[src/rtl/bb_scrambler_pkg.sv]
// Shared constants, types and the reference LFSR step for the DVB-S2 BBFRAME scrambler.
package bb_scrambler_pkg;

    localparam int unsigned PRBS_LEN      = 15;
    localparam int unsigned PRBS_MAX_BITS = 64;

    // Bit 0 holds r1.
    localparam logic [PRBS_LEN-1:0] PRBS_INIT = 15'b000000010101001;

    typedef enum logic [0:0] {
        StIdle,
        StActive
    } frame_state_e;

    typedef struct packed {
        logic [PRBS_LEN-1:0]      state;
        logic [PRBS_MAX_BITS-1:0] bits;
    } prbs_step_t;

    // Advances the 1 + X^14 + X^15 LFSR by n steps; bit i of .bits is the i-th PRBS bit.
    function automatic prbs_step_t prbs_step(input logic [PRBS_LEN-1:0] state,
                                             input int unsigned n);
        prbs_step_t          res;
        logic [PRBS_LEN-1:0] r;
        logic                b;
        r        = state;
        res.bits = '0;
        for (int unsigned i = 0; i < PRBS_MAX_BITS; i++) begin
            if (i < n) begin
                b           = r[PRBS_LEN-2] ^ r[PRBS_LEN-1];
                res.bits[i] = b;
                r           = {r[PRBS_LEN-2:0], b};
            end
        end
        res.state = r;
        return res;
    endfunction

endpackage

[src/rtl/bb_prbs_generator.sv]
// Combinational parallel LFSR: produces one word of PRBS bits and the state after that word.
module bb_prbs_generator
    import bb_scrambler_pkg::*;
#(
    parameter int unsigned TDATA_WIDTH = 32
) (
    input  logic [PRBS_LEN-1:0]    state_i,
    input  logic                   restart_i,
    output logic [TDATA_WIDTH-1:0] prbs_o,
    output logic [PRBS_LEN-1:0]    state_o
);

    prbs_step_t step;
    logic       unused_bits_parity;

    always_comb begin
        step    = prbs_step(restart_i ? PRBS_INIT : state_i, TDATA_WIDTH);
        prbs_o  = step.bits[TDATA_WIDTH-1:0];
        state_o = step.state;
    end

    // Bits beyond TDATA_WIDTH are always zero.
    assign unused_bits_parity = ^step.bits;

endmodule

[src/rtl/bb_scrambler.sv]
// DVB-S2 BBFRAME scrambler: one-stage AXI-Stream pipeline, PRBS restarted at every frame start.
module bb_scrambler
    import bb_scrambler_pkg::*;
#(
    parameter int unsigned TDATA_WIDTH       = 32,
    parameter int unsigned FRAME_COUNT_WIDTH = 16
) (
    input  logic                         data_in_aclk,
    input  logic                         data_in_aresetn,
    output logic                         data_in_tready,
    input  logic [TDATA_WIDTH-1:0]       data_in_tdata,
    input  logic                         data_in_tlast,
    input  logic                         data_in_tvalid,
    input  logic                         data_out_tready,
    output logic [TDATA_WIDTH-1:0]       data_out_tdata,
    output logic                         data_out_tlast,
    output logic                         data_out_tvalid,
    input  logic                         scrambler_enable,
    output logic [FRAME_COUNT_WIDTH-1:0] frame_count
);

    frame_state_e                 frame_state_q, frame_state_d;
    logic [PRBS_LEN-1:0]          lfsr_q, lfsr_d;
    logic                         en_frame_q, en_frame_d;
    logic [TDATA_WIDTH-1:0]       tdata_q, tdata_d;
    logic                         tlast_q, tlast_d;
    logic                         tvalid_q, tvalid_d;
    logic [FRAME_COUNT_WIDTH-1:0] frame_count_q, frame_count_d;

    logic                   hs_in;
    logic                   hs_out;
    logic                   frame_start;
    logic                   en_word;
    logic [TDATA_WIDTH-1:0] prbs_bits;
    logic [PRBS_LEN-1:0]    lfsr_next;

    assign data_in_tready  = ~tvalid_q | data_out_tready;
    assign hs_in           = data_in_tvalid & data_in_tready;
    assign hs_out          = tvalid_q & data_out_tready;

    assign data_out_tdata  = tdata_q;
    assign data_out_tlast  = tlast_q;
    assign data_out_tvalid = tvalid_q;
    assign frame_count     = frame_count_q;

    bb_prbs_generator #(
        .TDATA_WIDTH(TDATA_WIDTH)
    ) u_prbs (
        .state_i  (lfsr_q),
        .restart_i(frame_start),
        .prbs_o   (prbs_bits),
        .state_o  (lfsr_next)
    );

    always_ff @(posedge data_in_aclk or negedge data_in_aresetn) begin
        if (!data_in_aresetn) begin
            frame_state_q <= StIdle;
        end else begin
            frame_state_q <= frame_state_d;
        end
    end

    always_comb begin
        frame_state_d = frame_state_q;
        if (hs_in) begin
            frame_state_d = data_in_tlast ? StIdle : StActive;
        end
    end

    always_comb begin
        frame_start = (frame_state_q == StIdle);
    end

    // Enable is only sampled on the first word of a frame.
    always_comb begin
        en_word       = frame_start ? scrambler_enable : en_frame_q;
        lfsr_d        = lfsr_q;
        en_frame_d    = en_frame_q;
        tdata_d       = tdata_q;
        tlast_d       = tlast_q;
        tvalid_d      = tvalid_q;
        frame_count_d = frame_count_q;
        if (hs_in) begin
            lfsr_d     = lfsr_next;
            en_frame_d = en_word;
            tdata_d    = en_word ? (data_in_tdata ^ prbs_bits) : data_in_tdata;
            tlast_d    = data_in_tlast;
            tvalid_d   = 1'b1;
        end else if (hs_out) begin
            tvalid_d = 1'b0;
        end
        if (hs_out && tlast_q) begin
            frame_count_d = frame_count_q + FRAME_COUNT_WIDTH'(1);
        end
    end

    always_ff @(posedge data_in_aclk or negedge data_in_aresetn) begin
        if (!data_in_aresetn) begin
            lfsr_q        <= PRBS_INIT;
            en_frame_q    <= 1'b0;
            tdata_q       <= '0;
            tlast_q       <= 1'b0;
            tvalid_q      <= 1'b0;
            frame_count_q <= '0;
        end else begin
            lfsr_q        <= lfsr_d;
            en_frame_q    <= en_frame_d;
            tdata_q       <= tdata_d;
            tlast_q       <= tlast_d;
            tvalid_q      <= tvalid_d;
            frame_count_q <= frame_count_d;
        end
    end

endmodule
[config.mk]
export PLATFORM = sky130hd
export DESIGN_NAME = bb_scrambler
export DESIGN_NICKNAME = d
export VERILOG_FILES = /design/src/rtl/bb_scrambler_pkg.sv /design/src/rtl/bb_prbs_generator.sv /design/src/rtl/bb_scrambler.sv
export SDC_FILE = /design/constraint.sdc
export NUM_CORES = 1
export LEC_CHECK = 0
export CAP_MARGIN = 20
export CORE_MARGIN = 8
export CORE_UTILIZATION = 53
export DETAILED_ROUTE_END_ITERATION = 10
export PLACE_DENSITY = 0.92
export SYNTH_ARGS = -nofsm -noshare
export SYNTH_HDL_FRONTEND = slang
export SYNTH_SLANG_ARGS = --single-unit
[constraint.sdc]
create_clock -name data_in_aclk -period 2.2 [get_ports data_in_aclk]
set_input_delay 0.44 -clock data_in_aclk [delete_from_list [all_inputs] [get_ports data_in_aclk]]
set_output_delay 0.44 -clock data_in_aclk [all_outputs]
set_load 0.02 [all_outputs]
### After elaboration in Yosys (flattened, before gate mapping)

Index checks and enable logic that the tools add are counted.
W data, S select, Z words.

| storage, ports and cells | value |
|---|---|
| register bits | 67 |
| input port bits | 38 |

| operators by class | value |
|---|---|
| $add $sub $neg | 1 |
| muxes and demuxes | 6 |
| bitwise logic cells | 37 |
| reduce and logical (&&, ||, !) cells | 2 |

Operator list:

| operator | count |
|---|---|
| $mux W32 | 1 |
| $xor A1 B1 Y1 | 32 |
| $xor A32 B32 Y32 | 1 |
| $add A16 B1 Y16 const B | 1 |
| $mux W15 | 1 |
| $mux W1 | 4 |
| $and A1 B1 Y1 | 2 |
| $reduce_bool A2 Y1 | 1 |
| $logic_and A1 B1 Y1 | 1 |
| $not A1 Y1 | 1 |
| $or A1 B1 Y1 | 1 |

### Logic depth before layout (Yosys ltp)

Gate-level depths: netlist (run 1).

| depth | value |
|---|---|
| word-level depth | 6 |
| depth in mapped cells | 6 |
| mapped depth without buffers | 5 |

### By module

Synthesis (run 1) repeated with hierarchy kept, for this count alone.

| second synthesis, totals | value |
|---|---|
| cells, all modules | 368 |
| area total of the unflattened synthesis | 3674.8 µm² |

Modules (own cells, without submodules):

| module | times used | cells an instance | area each (µm²) |
|---|---|---|---|
| bb_scrambler | 1 | 271 | 3004.1 |
| bb_prbs_generator | 1 | 97 | 670.6 |

### Least setup slack after synthesis (run 1)

Ideal clock, no wire load.

| timing path | value |
|---|---|
| kind | register -> register |
| start | register tvalid_q, in the netlist data_out_tvalid |
| end | register frame_state_q |
| setup time | 0.119 ns |
| arrival time | 1.398 ns |
| path slack | 0.684 ns |
| stages on the path, launching flop included | 6 |
| path buffers | 2 |
| cell sequence | dfrtp_1 -> nand2b_1 -> and2_1 -> buf_2 -> buf_2 -> o21a_1 |

| on the way | value |
|---|---|
| word-level cells in the longest chain between the ends | 3 |

Ends and longest elaborated chain:

| item | line | source |
|---|---|---|
| start, declared | bb_scrambler.sv:27 | `logic tvalid_q, tvalid_d;` |
| start signal, assigned | bb_scrambler.sv:110 | `tvalid_q <= tvalid_d;` |
| $not A1 Y1 | bb_scrambler.sv:37 | `assign data_in_tready = ~tvalid_q \| data_out_tready;` |
| $or A1 B1 Y1 | bb_scrambler.sv:37 |  |
| via data_in_tready | bb_scrambler.sv:10 | `output logic data_in_tready,` |
| $and A1 B1 Y1 | bb_scrambler.sv:38 | `assign hs_in = data_in_tvalid & data_in_tready;` |
| end signal, assigned | bb_scrambler.sv:57 | `frame_state_q <= StIdle;` |
| end signal, assigned | bb_scrambler.sv:59 | `frame_state_q <= frame_state_d;` |
| end, declared | bb_scrambler.sv:22 | `frame_state_e frame_state_q, frame_state_d;` |

The timed path passes the listed nets, and every way through them passes these cells.
A chain may end at the register's enable or synchronous reset.

### Final worst setup path (run 1)

| timing path | value |
|---|---|
| start | register frame_count_q[11], in the netlist frame_count[11] |
| end | output port frame_count[11] |

RTL lines:

| item | line | source |
|---|---|---|
| start, declared | bb_scrambler.sv:28 | `logic [FRAME_COUNT_WIDTH-1:0] frame_count_q, frame_count_d;` |
| start signal, assigned | bb_scrambler.sv:111 | `frame_count_q <= frame_count_d;` |
| end, declared | bb_scrambler.sv:19 | `output logic [FRAME_COUNT_WIDTH-1:0] frame_count` |

No word-level cell between the ends.

==> results.sh, run 1 <==
export IMPL_status="finished clean"
export IMPL_dpl_worst_slack_ps=19.7
export IMPL_clock_skew_ps=10.6
export IMPL_routedWlPerCell_um=16.8
export IMPL_cts_buffer_depth=2
export IMPL_ys_seq_area_frac=0.484
export IMPL_ys_ff_latch=67
export IMPL_drtAntennaViolNets=0
export IMPL_crit_fanout=6
export IMPL_drv_cap=0
export IMPL_grt_max_degree=80
export IMPL_syn_area_um2=3470
export IMPL_syn_nets=397
export IMPL_fin_util=0.721
export IMPL_leakagePower_nw=1.92
export IMPL_clock_sinks=67
export IMPL_ctsResizeCount=0
export IMPL_hpwlAfterDp_um=6240
export IMPL_path_cells="clkdlybuf4s50_1"
export IMPL_path_buf_inv=1
export IMPL_post_cts_buffers=0
export IMPL_final_common_cell="clkdlybuf4s50_1"
export IMPL_critPathSlowestCell="clkdlybuf4s50_1"
export IMPL_antenna_found_initial=0
export IMPL_finalCritPeriodShare=0.848
export IMPL_yosys_warnings=0
export IMPL_rows=29
export IMPL_clockRootBuffer="clkbuf_8"
export IMPL_min_period_ps=1870
export IMPL_crit_path_end_kind="output port"
export IMPL_drt_wl_total_um=8680
export IMPL_h_tree_depth=3
export IMPL_setup_violations=0
export IMPL_fin_ws_ps=334
export IMPL_vias=2760
export IMPL_start_kind="flop"
export IMPL_die_w_um=97.0
export IMPL_hold_path_class="in -> async"
export IMPL_holdBufCountCts=0
export IMPL_syn_to_final_growth_pct=31.8
export IMPL_ys_types=31
export IMPL_cts_buffers_inserted=9
export IMPL_die_area_um2=9400
export IMPL_start_util=0.547
export IMPL_die_h_um=97.0
export IMPL_grt_first_pass_wirelength_um=14700
export IMPL_hold_viol=0
export IMPL_crit_family="buffers and inverters"
export IMPL_tightest_slew_ps=608
export IMPL_dr_first_iter_drc_count=202
export IMPL_nets=472
export IMPL_syn_avg_cell_area_um2=9.70
export IMPL_core_area_um2=6350
export IMPL_first_pass_iters=4
export IMPL_track_usage=0.190
export IMPL_final_cell_mix="clkdlybuf4s50_1 (86), xnor2_1 (67), nand2_1 (65), dfrtp_1 (63), o21ai_0 (39)"
export IMPL_viasPerCell=5.36
export IMPL_cellPowerDensity_nw_per_um2=1270
export IMPL_rsz0062_at_grt="false"
export IMPL_cp_arrival_ps=1430
export IMPL_setup_tns_ps=0
export IMPL_clk_pin_slew_worst_paths_ps=80
export IMPL_grt_remaining_overflow=0
export IMPL_vdd_drop_max_uv=796
export IMPL_fmax_mhz=536
export IMPL_slew_violations=0
export IMPL_num_io_pins=89
export IMPL_clk_insertion_delay_late_ps=350
export IMPL_gp_congestion=0.858
export IMPL_port_buffers=88
export IMPL_slowest_delay_ps=650
export IMPL_drive_gt1_frac=0.0753
export IMPL_synth_cells=358
export IMPL_relSlewSlack=0.594
export IMPL_cts_tree="done"
export IMPL_grt_pass1_vias=2894
export IMPL_critPathKind="reg -> out"
export IMPL_antenna_cells=0
export IMPL_drc=0
export IMPL_required_ps=1760
area by class of cell:
cell class | instances | area [µm²]
well taps | 77 | 96.3
repair buffers | 94 | 948
clock inverters | 5 | 60.1
multi-input cells | 261 | 1640
flip-flops and latches | 67 | 1680
fillers | 438 | 1770
clock buffers | 11 | 151
kinds of logic after synthesis:
group	count (synthesis)	share of synthesized area
mux	2	0.00612
fa+ha+maj	1	0.00360
flops	67	0.484
xor+xnor	83	0.229
compound gates	60	0.0904
simple gates	115	0.142
buf+inv	30	0.0447
worst paths after layout:
kind,from,endpoint,slack (ps),depth (start not counted)
worst max-delay path,frame_count[11],frame_count[11],330,1
worst min-delay path,data_in_aresetn,frame_count[3],100,2
worst max register to register,lfsr_q[13],data_out_tdata[14],470,4
worst min register to register,frame_count[15],frame_count[15],480,1
max in group asynchronous,data_in_aresetn,lfsr_q[3],1770,2
min in group data_in_aclk,frame_count[15],frame_count[15],480,1
metrics by stage:
step,std cells,power [mW],instance area [µm²],hold slack (ps)
3_5_place_dp,499,4.71,4360,467
4_1_cts,515,5.83,4570,114
5_1_grt,515,6.17,4580,124
6_report,515,5.80,4580,104
2_1_floorplan,358,3.90,3470,144
3_3_place_gp,499,4.60,4360,463
flip-flops by register name, summed over array words and instances, names as in the netlist:
signal           count
frame_state_q        1
frame_count         16
lfsr_q              15
en_frame_q           1
data_out_tvalid      1
data_out_tdata      32
data_out_tlast       1
worst register-to-register path: cells and delay by family, from the launching register on:
family	cells	cell delay, ps
AOI/OAI and AO/OA	2	330
xor gates and xnor gates	2	650
DFF	1	640
layer usage:
layer	global-route usage	routed length [µm]	vias to the layer above
li1	-	-	1311
met1	0.232	3590	1330
met2	0.313	4400	104
met3	0.0562	544	15
met4	0.0627	141	0
met5	0	0	-
cell usage after synthesis:
cell type,count,area [µm²]
nor2_1,23,86.3
mux2i_1,1,10.0
buf_6,3,33.8
xnor2_2,1,16.3
xnor3_1,3,67.6
xor2_1,11,96.3
nand4_1,4,25.0
nor3_2,1,10.0
nand2b_1,2,12.5
buf_2,15,75.1
clkbuf_1,9,33.8
xnor2_1,67,587
a21oi_1,12,60.1
dfstp_2,4,105
and2_1,2,12.5
or3_1,2,12.5
a31oi_1,6,37.5
nand3_1,7,35.0
nand2_1,66,248
o21ai_2,1,8.76
buf_1,2,7.51
ha_1,1,12.5
dfrtp_1,63,1580
o21ai_0,39,195
and4_1,1,8.76
o21a_1,1,7.51
o21ai_1,1,5.00
mux2_2,1,11.3
clkbuf_2,1,5.00
and3_1,7,43.8
xnor2_4,1,27.5
power by group:
group / total [mW] / switching [mW] / internal, mW
combinational: 2.59 / 1.24 / 1.35
sequential: 2.13 / 0.509 / 1.62
clock: 1.08 / 0.494 / 0.589
No activity file was read; power rests on OpenSTA's default activity.
==> run 2, diff against run 1 <==
--- a/config.mk
+++ b/config.mk
@@ -7,9 +7,9 @@
 export LEC_CHECK = 0
 export CAP_MARGIN = 20
 export CORE_MARGIN = 8
-export CORE_UTILIZATION = 53
+export CORE_UTILIZATION = 44
 export DETAILED_ROUTE_END_ITERATION = 10
-export PLACE_DENSITY = 0.92
+export PLACE_DENSITY = 0.82
 export SYNTH_ARGS = -nofsm -noshare
 export SYNTH_HDL_FRONTEND = slang
 export SYNTH_SLANG_ARGS = --single-unit
==> constraint.sdc (replaced) <==
create_clock -name data_in_aclk -period 1.6 [get_ports data_in_aclk]
set_input_delay 0.32 -clock data_in_aclk [delete_from_list [all_inputs] [get_ports data_in_aclk]]
set_output_delay 0.32 -clock data_in_aclk [all_outputs]
set_load 0.02 [all_outputs]
==> results.sh, run 2 (same netlist as run 1, synthesis figures left out) <==
export IMPL_status="finished clean"
export IMPL_final_common_cell="xnor2_1"
export IMPL_fmax_mhz=677
export IMPL_fin_ws_ps=122
export IMPL_cts_tree="done"
export IMPL_grt_max_degree=36
export IMPL_clk_insertion_delay_late_ps=340
export IMPL_die_w_um=105
export IMPL_path_cells="dlygate4sd2_1"
export IMPL_critPathSlowestCell="dfrtp_1"
export IMPL_clock_skew_ps=6.79
export IMPL_tightest_slew_ps=509
export IMPL_finalCritPeriodShare=0.924
export IMPL_clk_pin_slew_worst_paths_ps=80
export IMPL_crit_family="flip-flops"
export IMPL_slew_violations=0
export IMPL_clock_sinks=67
export IMPL_grt_first_pass_wirelength_um=14100
export IMPL_dp_cells=540
export IMPL_cts_buffers_inserted=9
export IMPL_cellPowerDensity_nw_per_um2=1630
export IMPL_seqPwrFrac=0.373
export IMPL_hold_path_class="in -> async"
export IMPL_hpwlAfterDp_um=6320
export IMPL_track_usage=0.155
export IMPL_syn_to_final_growth_pct=35.0
export IMPL_leakagePower_nw=2.12
export IMPL_pwr_share_clk=0.165
export IMPL_switching_share=0.397
export IMPL_start_util=0.452
export IMPL_dpl_worst_slack_ps=-255
export IMPL_internal_power_mw=4.62
export IMPL_slowest_delay_ps=440
export IMPL_nets=489
export IMPL_rows=32
export IMPL_final_cell_area_um2=4690
export IMPL_post_cts_buffers=0
export IMPL_drive_gt1_frac=0.114
export IMPL_drt_wl_total_um=8310
export IMPL_drtAntennaViolNets=0
export IMPL_setup_tns_ps=0
export IMPL_required_ps=1280
export IMPL_core_area_um2=7690
export IMPL_clockRootBuffer="clkbuf_8"
export IMPL_relSlewSlack=0.661
export IMPL_antenna_cells=0
export IMPL_num_io_pins=89
export IMPL_grt_remaining_overflow=0
export IMPL_comb_power_share=0.461
export IMPL_vdd_drop_max_uv=923
export IMPL_start_kind="flop"
export IMPL_drc=0
export IMPL_vias=2716
export IMPL_crit_path_end_kind="output port"
export IMPL_die_area_um2=11000
export IMPL_hold_ws_ps=479
export IMPL_first_pass_iters=4
export IMPL_cp_arrival_ps=1160
export IMPL_final_cell_mix="xnor2_1 (67), nand2_1 (65), dfrtp_1 (61), dlygate4sd2_1 (50), o21ai_0 (39)"
export IMPL_p_switching_mw=3.04
export IMPL_setup_violations=0
export IMPL_path_buf_inv=1
export IMPL_gp_congestion=0.828
export IMPL_viasPerCell=4.88
export IMPL_cts_buffer_depth=2
export IMPL_hold_viol=0
export IMPL_design_power_total_mw=7.66
export IMPL_critPathKind="reg -> out"
export IMPL_dr_first_iter_drc_count=138
export IMPL_port_buffers=88
export IMPL_largest_reg_flops=32
export IMPL_h_tree_depth=3
export IMPL_place_area_um2=4560
export IMPL_crit_fanout=6
export IMPL_nFillCells=672
export IMPL_min_period_ps=1480
export IMPL_die_h_um=105
export IMPL_rsz0062_at_grt="false"
export IMPL_drv_cap=0
export IMPL_fin_cells=557
export IMPL_antenna_found_initial=0
export IMPL_grt_pass1_vias=2907
export IMPL_routedWlPerCell_um=14.9
export IMPL_fin_util=0.610
[run 2: cell types whose count changed in the layout (fill, tap and decap cells not counted), moves of 4 or more]
| cell | change |
|---|---|
| clkdlybuf4s50_1 | -50 |
| dlygate4sd2_1 | +50 |
| buf_4 | +12 |
| buf_12 | +4 |
[run 2: final cells by class]
type	instances	area (µm²)	area share
multi-input cells	261	1640	0.350
clock inverters	6	41.3	0.00881
repair buffers	111	1060	0.226
flip-flops and latches	67	1680	0.359
clock buffers	10	138	0.0294
well taps	102	128	0.0272
[run 2: power groups by stage]
stage / registers [mW] / logic [mW] / clock network, mW
after floorplan: 2.86 / 2.50 / 0
after global placement: 2.87 / 3.69 / 0
after detailed placement: 2.89 / 3.76 / 0
after CTS: 2.85 / 3.57 / 1.30
after global routing: 2.95 / 3.89 / 1.38
final: 2.86 / 3.54 / 1.27
[run 2: what timing repair did]
action                     CTS  global route
resized for setup           51             4
setup endpoints to repair   51             6
hold buffers                 1             0
hold endpoints to repair    17             0
[run 2: metal layers]
layer,part of all wire,up-vias,global-route usage
li1,-,1342,-
met5,0,-,0
met3,0.065,13,0.0424
met1,0.42,1275,0.184
met4,0.016,0,0.0601
met2,0.50,86,0.263
[run 2: worst paths after layout]
| path | from | endpoint | slack [ps] | depth (start not counted) |
|---|---|---|---|---|
| hold reg to reg | data_out_tdata[29] | data_out_tdata[29] | 480 | 2 |
| setup reg to reg | lfsr_q[13] | data_out_tdata[31] | 140 | 4 |
| setup / recovery | frame_count[11] | frame_count[11] | 120 | 1 |
| min in group data_in_aclk | data_out_tdata[29] | data_out_tdata[29] | 480 | 2 |
| max in group asynchronous | data_in_aresetn | lfsr_q[0] | 550 | 3 |
| hold / removal | data_in_aresetn | frame_count[2] | 480 | 2 |
